### config.mk
export PLATFORM = sky130hd
export DESIGN_NAME = add_accumulator
export DESIGN_NICKNAME = d
export VERILOG_FILES = /design/src/rtl/add_accumulator_pkg.sv /design/src/rtl/add_accumulator_ripple_carry_adder.sv /design/src/rtl/add_accumulator.sv
export SDC_FILE = /design/constraint.sdc
export NUM_CORES = 1
export LEC_CHECK = 0
export CAP_MARGIN = 20
export CORE_UTILIZATION = 43
export DETAILED_ROUTE_END_ITERATION = 6
export GPL_TIMING_DRIVEN = 0
export PLACE_DENSITY_LB_ADDON = 0.25
export SKIP_LAST_GASP = 1
export SYNTH_ARGS = -nofsm -noshare
export SYNTH_HDL_FRONTEND = slang
export SYNTH_SLANG_ARGS = --single-unit
### constraint.sdc
create_clock -name clk -period 13.2 [get_ports clk]
set_input_delay 1.32 -clock clk [delete_from_list [all_inputs] [get_ports clk]]
set_output_delay 1.32 -clock clk [all_outputs]
set_load 0.005 [all_outputs]
### src/rtl/add_accumulator_pkg.sv
// Shared types and defaults for the streaming add accumulator.
package add_accumulator_pkg;

    localparam int unsigned DEFAULT_WIDTH   = 32;
    localparam int unsigned DEFAULT_COUNT_W = 8;

    typedef enum logic [1:0] {
        StIdle  = 2'd0,
        StAccum = 2'd1,
        StHold  = 2'd2
    } state_e;

endpackage

### src/rtl/add_accumulator_ripple_carry_adder.sv
// Plain ripple-carry adder: one full-adder cell per bit, carry chained LSB to MSB.
module ripple_carry_adder #(
    parameter int unsigned WIDTH = 32
) (
    input  logic [WIDTH-1:0] Number1_i,
    input  logic [WIDTH-1:0] Number2_i,
    input  logic             Carry_i,
    output logic [WIDTH-1:0] Result_o,
    output logic             Carry_o
);

    logic carry;

    always_comb begin
        Result_o = '0;
        carry    = Carry_i;
        for (int i = 0; i < int'(WIDTH); i++) begin
            Result_o[i] = Number1_i[i] ^ Number2_i[i] ^ carry;
            carry       = (Number1_i[i] & Number2_i[i]) | (carry & (Number1_i[i] ^ Number2_i[i]));
        end
        Carry_o = carry;
    end

endmodule

### src/rtl/add_accumulator.sv
// Accumulates a stream of operands into a running sum, then holds the result until taken.
module add_accumulator
    import add_accumulator_pkg::*;
#(
    parameter int unsigned WIDTH   = DEFAULT_WIDTH,
    parameter int unsigned COUNT_W = DEFAULT_COUNT_W
) (
    input  logic               clk,
    input  logic               rst_n,
    input  logic               Valid_i,
    output logic               Ready_o,
    input  logic [WIDTH-1:0]   Number_i,
    input  logic               Last_i,
    input  logic               Clear_i,
    output logic [WIDTH-1:0]   Result_o,
    output logic               Carry_o,
    output logic               ResultValid_o,
    input  logic               ResultReady_i,
    output logic [COUNT_W-1:0] Count_o
);

    state_e               state_q, state_d;
    logic [WIDTH-1:0]     acc_q, acc_d;
    logic                 carry_q, carry_d;
    logic [COUNT_W-1:0]   count_q, count_d;
    logic [WIDTH-1:0]     sum;
    logic                 sum_carry;
    logic                 accept;

    ripple_carry_adder #(
        .WIDTH (WIDTH)
    ) u_adder (
        .Number1_i (acc_q),
        .Number2_i (Number_i),
        .Carry_i   (1'b0),
        .Result_o  (sum),
        .Carry_o   (sum_carry)
    );

    assign Ready_o       = (state_q != StHold);
    assign ResultValid_o = (state_q == StHold);
    assign Result_o      = acc_q;
    assign Carry_o       = carry_q;
    assign Count_o       = count_q;
    assign accept        = Valid_i & Ready_o;

    always_comb begin
        state_d = state_q;
        acc_d   = acc_q;
        carry_d = carry_q;
        count_d = count_q;
        unique case (state_q)
            StIdle, StAccum: begin
                if (accept) begin
                    // A clear alongside a beat restarts the sum from that beat alone.
                    if (Clear_i) begin
                        acc_d   = Number_i;
                        carry_d = 1'b0;
                        count_d = COUNT_W'(1);
                    end else begin
                        acc_d   = sum;
                        carry_d = carry_q | sum_carry;
                        count_d = (&count_q) ? count_q : count_q + COUNT_W'(1);
                    end
                    state_d = Last_i ? StHold : StAccum;
                end else if (Clear_i) begin
                    acc_d   = '0;
                    carry_d = 1'b0;
                    count_d = '0;
                    state_d = StIdle;
                end
            end
            StHold: begin
                if (ResultReady_i) begin
                    acc_d   = '0;
                    carry_d = 1'b0;
                    count_d = '0;
                    state_d = StIdle;
                end
            end
            default: begin
                acc_d   = '0;
                carry_d = 1'b0;
                count_d = '0;
                state_d = StIdle;
            end
        endcase
    end

    always_ff @(posedge clk or negedge rst_n) begin
        if (!rst_n) begin
            state_q <= StIdle;
            acc_q   <= '0;
            carry_q <= 1'b0;
            count_q <= '0;
        end else begin
            state_q <= state_d;
            acc_q   <= acc_d;
            carry_q <= carry_d;
            count_q <= count_d;
        end
    end

endmodule

-- Word-level counts from Yosys, hierarchy flattened
Index checks and enable logic that the tools add are counted.
W data, S select, Z words.
- bits of input ports: 38
- output and inout bits: 43
- bits in registers: 43
- word-level logic and storage cells: 196
- equal/unequal tests: 6
- bitwise gates (word level): 159
- reduce and logical (&&, ||, !) cells: 5
- muxes and demuxes: 21
- add/subtract/negate cells: 1
- operator list (cell ; number):
    $mux W32 ; 4
    $and A1 B1 Y1 ; 64
    $pmux W32 S2 ; 1
    $xor A1 B1 Y1 ; 63
    $mux W8 ; 5
    $or A1 B1 Y1 ; 32
    $pmux W8 S2 ; 1
    $add A8 B1 Y8 const B ; 1
    $mux W2 ; 4
    $reduce_and A8 Y1 ; 1
    $ne A3 B3 Y1 const B ; 2
    $mux W1 ; 4
    $pmux W2 S2 ; 1
    $reduce_and A3 Y1 ; 1
    $eq A2 B1 Y1 const B ; 1
    $eq A2 B2 Y1 const B ; 1
    $logic_not A2 Y1 ; 1
    $ne A2 B1 Y1 const B ; 1
    $ne A2 B2 Y1 const B ; 1
    $pmux W1 S2 ; 1
    $reduce_and A2 Y1 ; 1
    $reduce_or A2 Y1 ; 1

-- Logic depth before layout (Yosys ltp)
Gate-level depths: netlist of run 1.
- depth in word-level cells: 67
- mapped depth: 36
- depth with buffers taken out: 36

-- Modules after synthesis
From an unflattened synthesis of run 1, not the netlist that was laid out.
- cell total of the unflattened synthesis: 251
- area total of the unflattened synthesis: 2758.9 sq um
- by module, submodules not included (module ; area an instance (sq um) ; cells each ; seq. area each (sq um) ; instances):
    add_accumulator ; 2080.7 ; 209 ; 1076.0 ; 1
    ripple_carry_adder ; 678.2 ; 42 ; 0.0 ; 1

-- Least setup slack after synthesis of run 1
OpenSTA, ideal clock, no wires.
- kind: input to register
- start: input port Number_i[0]
- end: register acc_q[31], in the netlist Result_o[31]
- arrival time: 13156 ps
- buffers on the path: 0
- required time: 13117 ps
- setup slack: -38 ps
- setup time: 83 ps
- stages on the path: 36
- path through: ha_1 fa_1 fa_1 fa_1 fa_1 fa_1 fa_1 fa_1 fa_1 fa_1 fa_1 fa_1 fa_1 fa_1 fa_1 fa_1 fa_1 fa_1 fa_1 fa_1 fa_1 fa_1 fa_1 fa_1 fa_1 fa_1 fa_1 fa_1 fa_1 inv_1 fa_1 fa_1 fa_1 nor2_1 a21oi_1 o21ai_0
- longest elaborated chain between the ends: 65
- RTL lines (item ; line ; text):
    from (decl) ; add_accumulator.sv:12 ; input logic [WIDTH-1:0] Number_i,
    $and A1 B1 Y1 (2 in a row) ; add_accumulator_ripple_carry_adder.sv:19 ; carry = (Number1_i[i] & Number2_i[i]) | (carry & (Number1_i[i] ^ Number2_i[i]));
    $or A1 B1 Y1 ; add_accumulator_ripple_carry_adder.sv:19 ;
    $and A1 B1 Y1 ; add_accumulator_ripple_carry_adder.sv:19 ;
    $or A1 B1 Y1 ; add_accumulator_ripple_carry_adder.sv:19 ;
    $and A1 B1 Y1 ; add_accumulator_ripple_carry_adder.sv:19 ;
    $or A1 B1 Y1 ; add_accumulator_ripple_carry_adder.sv:19 ;
    $and A1 B1 Y1 ; add_accumulator_ripple_carry_adder.sv:19 ;
    $or A1 B1 Y1 ; add_accumulator_ripple_carry_adder.sv:19 ;
    [... 48 more ...] ; -- ;
    $and A1 B1 Y1 ; add_accumulator_ripple_carry_adder.sv:19 ;
    $or A1 B1 Y1 ; add_accumulator_ripple_carry_adder.sv:19 ;
    $and A1 B1 Y1 ; add_accumulator_ripple_carry_adder.sv:19 ;
    $or A1 B1 Y1 ; add_accumulator_ripple_carry_adder.sv:19 ;
    $xor A1 B1 Y1 ; add_accumulator_ripple_carry_adder.sv:18 ; Result_o[i] = Number1_i[i] ^ Number2_i[i] ^ carry;
    $mux W32 ; add_accumulator.sv:56 ; if (Clear_i) begin
    $mux W32 ; add_accumulator.sv:54 ; if (accept) begin
    $pmux W32 S2 ; add_accumulator.sv:52 ; unique case (state_q)
    to (signal assigned) ; add_accumulator.sv:93 ; acc_q <= '0;
    to (signal assigned) ; add_accumulator.sv:98 ; acc_q <= acc_d;
    to (decl) ; add_accumulator.sv:23 ; logic [WIDTH-1:0] acc_q, acc_d;
Every way passes these cells.
A chain may end at the register's enable or synchronous reset.

-- Worst setup path in the final report of run 1
Ends and elaborated chain as after synthesis.

==> flow_summary.ini, run 1 <==
[grt]
grt_overflow = 0
grt_pass1_vias = 2128
grt_max_degree = 29
grt_pass1_wl_um = 9830
grt.total_usage_pct = 19.7
antenna_found_initial = 0

[clocking]
max-clock-path-buffers = 2
cts_max_level = 2
clk_pin_slew_ns = 0.08
cts_setup_buffers = 0
cts-root-buf = clkbuf_8
cts_tree = done
cts.sinks = 43
postCtsHoldBufs = 0
numCtsBuffers = 5
clk_latency_ns = 0.29

[power_and_ir_drop]
p_leak_nw = 1.61
p_per_area_nw_per_um2 = 120
p_int_mw = 0.309
clkPwrFrac_pct = 20.1
p_switching_mw = 0.146
p_comb_share_pct = 39.7
switching_share_pct = 32.1
max-vdd-ir-drop_mv = 0.0678
seqPwrFrac_pct = 40.2
p_total_mw = 0.455

[yosys]
netlist_area_um2 = 2740
seq_area_frac_synth_pct = 39.2
ys_ff_latch = 43
synth.area.top_cells = dfrtp_1 39%, fa_1 23%, mux2i_1 11%, o21ai_0 6.4%, nand2_1 5.1%
synth.distinct_cells = 29
ys_warn_count = 0
syn-num-nets = 315
synth_largest_area_cell = dfrtp_1
synth_cells = 244
syn_area_per_cell_um2 = 11.2
netlist.area_leader.share_pct = 39.2

[drt]
first_pass_iters = 4
drc_errors = 0
drtAntennaViolNets = 0
wl_per_cell_um = 14.7
wirelength_um = 5980
drt_iter0_markers = 38
vias_per_cell = 5.17
vias = 2103

[critical_path]
required_ns = 13.42
crit_path_max_fanout = 2
crit_arrival_ns = 13.12
path_class = in2reg
reg2reg_depth = 36
crit_cells = 37
critPathBufInv = 2
crit_path_start_kind = primary input
critical-path-top-delay-family = adder cells
crit_slowest_cell = clkdlybuf4s50_1
worstSetupEndpointType = flop
critPathMostFrequentCell = fa_2
slowest_delay_ns = 0.44

[layout]
n_fill_cell = 503
multi_input_area_um2 = 1610
drive_gt1_share_pct = 14.8
area.growth.synth_to_final_pct = 38.6
finalNetCount = 402
diodes = 0
seq_area_um2 = 1080

[sta]
tightest_slew_ns = 0.454
max_slew_margin_pct = 69.7
fin_crit_ns = 12.90
whs_ns = 0.493
rsz0062_at_grt = no
finClkSkew_ns = 0.00623
hold_violations = 0
fin_crit_sh_pct = 97.8
slew_viol_final = 0
setup_viol = 0
max_freq_mhz = 77.5

[min_path]
holdPathStages = 2
min_path_type = reg2reg

[die]
die_area_um2 = 6700
fp-row-count = 28
start_util_pct = 45.5
die_h_um = 81.9
core_area_um2 = 6030
die_width_um = 81.9
io_pins = 81

[place]
place_hpwl_um = 4480
port-buffer-count = 79
gp_congestion = 0.757

[status]
run_status = finished, final reports clean

[flow_run]
maxCapViolCount = 0
==> metal layers <==
metal / part of all wire [%] / global-route usage (%) / vias to the layer above
met5: 0 / 0 / -
met4: 0.60 / 5.79 / 0
met3: 5.7 / 3.89 / 4
met2: 49 / 33.4 / 55
met1: 44 / 25.4 / 1046
li1: - / - / 998
==> per-stage QoR <==
step | cell area [um^2] | setup TNS (ns) | util (%) | worst slack, ns | instances
global placement | 3630 | -2.83 | 60.3 | -0.893 | 398
detailed placement | 3650 | -3.15 | 60.5 | -0.959 | 399
finish | 3800 | 0 | 63.1 | 0.297 | 407
CTS | 3790 | 0 | 62.9 | 0.0156 | 407
global route | 3800 | 0 | 63.1 | 0.0103 | 407
floorplan | 2750 | 0 | - | 0.0394 | 244
==> final timing paths <==
check	start	to	slack, ns
min in group asynchronous	rst_n	Result_o[17]$_DFFE_PN0P_	0.94
max in group asynchronous	rst_n	Result_o[0]$_DFFE_PN0P_	11.78
setup reg to reg	Result_o[0]$_DFFE_PN0P_	Result_o[31]$_DFFE_PN0P_	1.39
setup / recovery	Number_i[0]	Result_o[31]$_DFFE_PN0P_	0.30
hold reg to reg	state_q[0]$_DFFE_PN0P_	state_q[0]$_DFFE_PN0P_	0.49
hold / removal	state_q[0]$_DFFE_PN0P_	state_q[0]$_DFFE_PN0P_	0.49
==> synthesized netlist by cell type <==
library cell,number
buf_4,4
o32ai_4,1
a21oi_1,7
nor3b_1,1
o21ai_0,35
a2bb2oi_1,1
nand2b_4,1
nor2_1,8
mux2i_1,30
o22a_1,1
nand3b_1,1
dfrtp_1,43
nand2_1,37
o22ai_1,1
a31oi_4,1
nor2_4,1
o211ai_1,1
nand3_1,5
mux2_4,1
inv_1,12
ha_1,2
or3_1,2
and3_1,2
nand2b_2,1
nor3_1,2
buf_2,6
a31oi_1,4
fa_1,31
clkbuf_1,2
==> power groups by stage <==
stage                     combinational [mW]  clock (mW)  sequential, mW
final                                  0.181      0.0914           0.183
after global routing                   0.204      0.0988           0.188
after CTS                              0.183      0.0942           0.183
after detailed placement               0.177           0           0.185
after global placement                 0.169           0           0.184
after floorplan                       0.0847           0           0.184
==> timing repair <==
| item | in CTS | in global routing |
|---|---|---|
| pin swaps | 0 | 1 |
| endpoints found under the setup margin | 4 | 2 |
| resized for setup | 17 | 6 |
==> layout make-up <==
type / instances / area share, %
Multi-Input combinational cell: 177 / 42.4
Sequential cell: 43 / 28.3
Clock buffer: 8 / 2.63
Timing Repair Buffer: 80 / 21.2
Buffer: 12 / 1.78
Inverter: 12 / 1.18
Tap cell: 75 / 2.47
==> tightest hold or removal path, cell delays in order (launching register included) <==
cell and delay, ns:
dfrtp_1 0.34, nand2_1 0.05, o21ai_0 0.07
==> flip-flops by register name, indices dropped and copies added, names as in the netlist <==
register	cells
Carry_o	1
Count_o	8
Result_o	32
state_q	2
==> logic make-up after synthesis <==
group                      count (synthesis)  synth area share, %
muxes                                     31                 11.5
adders and majority gates                 33                 23.5
and+or+nand+nor                           61                 10.1
DFF                                       43                 39.2
buffers and inverters                     24                 4.11
AOI/OAI and AO/OA                         52                 11.5
==> placed cells by master (no fill, tap or decap), drive strengths merged, types with 2 or more instances in the layout <==
cell,instances
clkdlybuf4s50,78
dfrtp,43
nand2,37
o21ai,35
fa,31
mux2i,30
inv,12
buf,12
clkbuf,10
nor2,9
a21oi,7
nand3,5
a31oi,5
or3,2
and3,2
nor3,2
ha,2
nand2b,2
Power figures use the tool's default switching activity.
==> run 2, diff against run 1 <==
- SKIP_CTS_REPAIR_TIMING: unset -> 1
==> run 2 against run 1 <==
Final area about the same; cell count unchanged; worst setup slack improved by 0.019 ns; clock skew increased by 0.00053 ns; global-route usage decreased by 0.23 points; die area unchanged; worst hold slack got worse by 0.0015 ns; sequential power about the same; clock power about the same; largest power group unchanged; highest routed layer unchanged.
==> flow_summary.ini, run 2 (synthesis results as in run 1) <==
[drt]
vias = 2108
drc_errors = 0
wirelength_um = 6030
wl_per_cell_um = 14.8
first_pass_iters = 4
drt_iter0_markers = 51
drtAntennaViolNets = 0
vias_per_cell = 5.18

[critical_path]
crit_slowest_cell = clkdlybuf4s50_1
critical-path-top-delay-family = adder cells
critPathMostFrequentCell = fa_2
slowest_delay_ns = 0.44
required_ns = 13.42
path_class = in2reg
worstSetupEndpointType = flop
crit_arrival_ns = 13.10
critPathBufInv = 2
crit_path_start_kind = primary input
crit_path_max_fanout = 2

[power_and_ir_drop]
p_per_area_nw_per_um2 = 120
max-vdd-ir-drop_mv = 0.0678
p_leak_nw = 1.61
p_total_mw = 0.455

[clocking]
cts-root-buf = clkbuf_8
cts.sinks = 43
max-clock-path-buffers = 2
cts_tree = done
clk_latency_ns = 0.29
clk_pin_slew_ns = 0.08
numCtsBuffers = 5
cts_max_level = 2

[sta]
setup_viol = 0
fin_crit_ns = 12.88
slew_viol_final = 0
finClkSkew_ns = 0.00677
max_freq_mhz = 77.6
max_slew_margin_pct = 69.6
fin_crit_sh_pct = 97.6
rsz0062_at_grt = no
tightest_slew_ns = 0.456
hold_violations = 0
whs_ns = 0.491
setup_tns_ns = 0
worst_slack_ns = 0.316

[min_path]
min_path_type = reg2reg

[layout]
finalNetCount = 402
drive_gt1_share_pct = 15.1
area.growth.synth_to_final_pct = 38.7
final_cells = 407
final_cell_mix = 78 x clkdlybuf4s50_1, 43 x dfrtp_1, 37 x nand2_1
largest_reg_flops = 32
diodes = 0
final_common_cell = clkdlybuf4s50_1
n_fill_cell = 504

[die]
die_area_um2 = 6700
die_h_um = 81.9
die_width_um = 81.9
start_util_pct = 45.5
io_pins = 81
core_area_um2 = 6030
fp-row-count = 28

[place]
place_hpwl_um = 4480
dp_slack_ns = -0.959
dp.cells = 399
port-buffer-count = 79
gp_congestion = 0.757

[grt]
antenna_found_initial = 0
grt_overflow = 0
grt.total_usage_pct = 19.4
grt_pass1_vias = 2123
grt_max_degree = 29
grt_pass1_wl_um = 9760

[flow_run]
maxCapViolCount = 0

[status]
run_status = finished, final reports clean
[run 2: cell counts in the layout (fill, tap and decap cells not counted)]
No cell type changed its count.
[run 2: where the power goes]
part | switching (mW) | internal [mW]
clock | 0.0434 | 0.0478
combinational | 0.0754 | 0.106
sequential | 0.0272 | 0.156
total | 0.146 | 0.309
[run 2: area by class of cell]
cell class / instances / area, um^2 / area share (%)
buffer: 12 / 67.6 / 1.78
clock buffer: 8 / 100 / 2.63
inverter: 12 / 45.0 / 1.18
multi-input combinational: 177 / 1620 / 42.5
sequential: 43 / 1080 / 28.3
tap: 75 / 93.8 / 2.47
timing repair buffer: 80 / 806 / 21.2
[run 2: routing by layer]
layer | wire length (um) | global-route usage (%) | up-vias
li1 | - | - | 996
met1 | 2680 | 25.5 | 1053
met2 | 3000 | 32.6 | 53
met3 | 304 | 3.89 | 6
met4 | 45 | 5.26 | 0
met5 | 0 | 0 | -
[run 2: through the flow]
| stage | area, um^2 | utilization [%] |
|---|---|---|
| finish | 3800 | 63.1 |
| global route | 3800 | 63.1 |
| CTS | 3750 | 62.2 |
| detailed placement | 3650 | 60.5 |
| global placement | 3630 | 60.3 |
| floorplan | 2750 | - |
[run 2: final timing paths]
kind / startpoint / endpoint / slack (ns) / cells past startpoint
max: Number_i[0] / Result_o[31]$_DFFE_PN0P_ / 0.32 / 37
min: state_q[0]$_DFFE_PN0P_ / state_q[0]$_DFFE_PN0P_ / 0.49 / 2
max reg2reg: Result_o[0]$_DFFE_PN0P_ / Result_o[31]$_DFFE_PN0P_ / 1.40 / 36
min reg2reg: state_q[0]$_DFFE_PN0P_ / state_q[0]$_DFFE_PN0P_ / 0.49 / 2
max in group asynchronous: rst_n / Result_o[0]$_DFFE_PN0P_ / 11.78 / 2
min in group asynchronous: rst_n / Result_o[17]$_DFFE_PN0P_ / 0.95 / 1
[run 2: worst min-delay path, delay by kind of cell, from the launching register on]
kind | cells | cell delay [ns]
DFF | 1 | 0.34
AOI/OAI and AO/OA | 1 | 0.07
and+or+nand+nor | 1 | 0.05
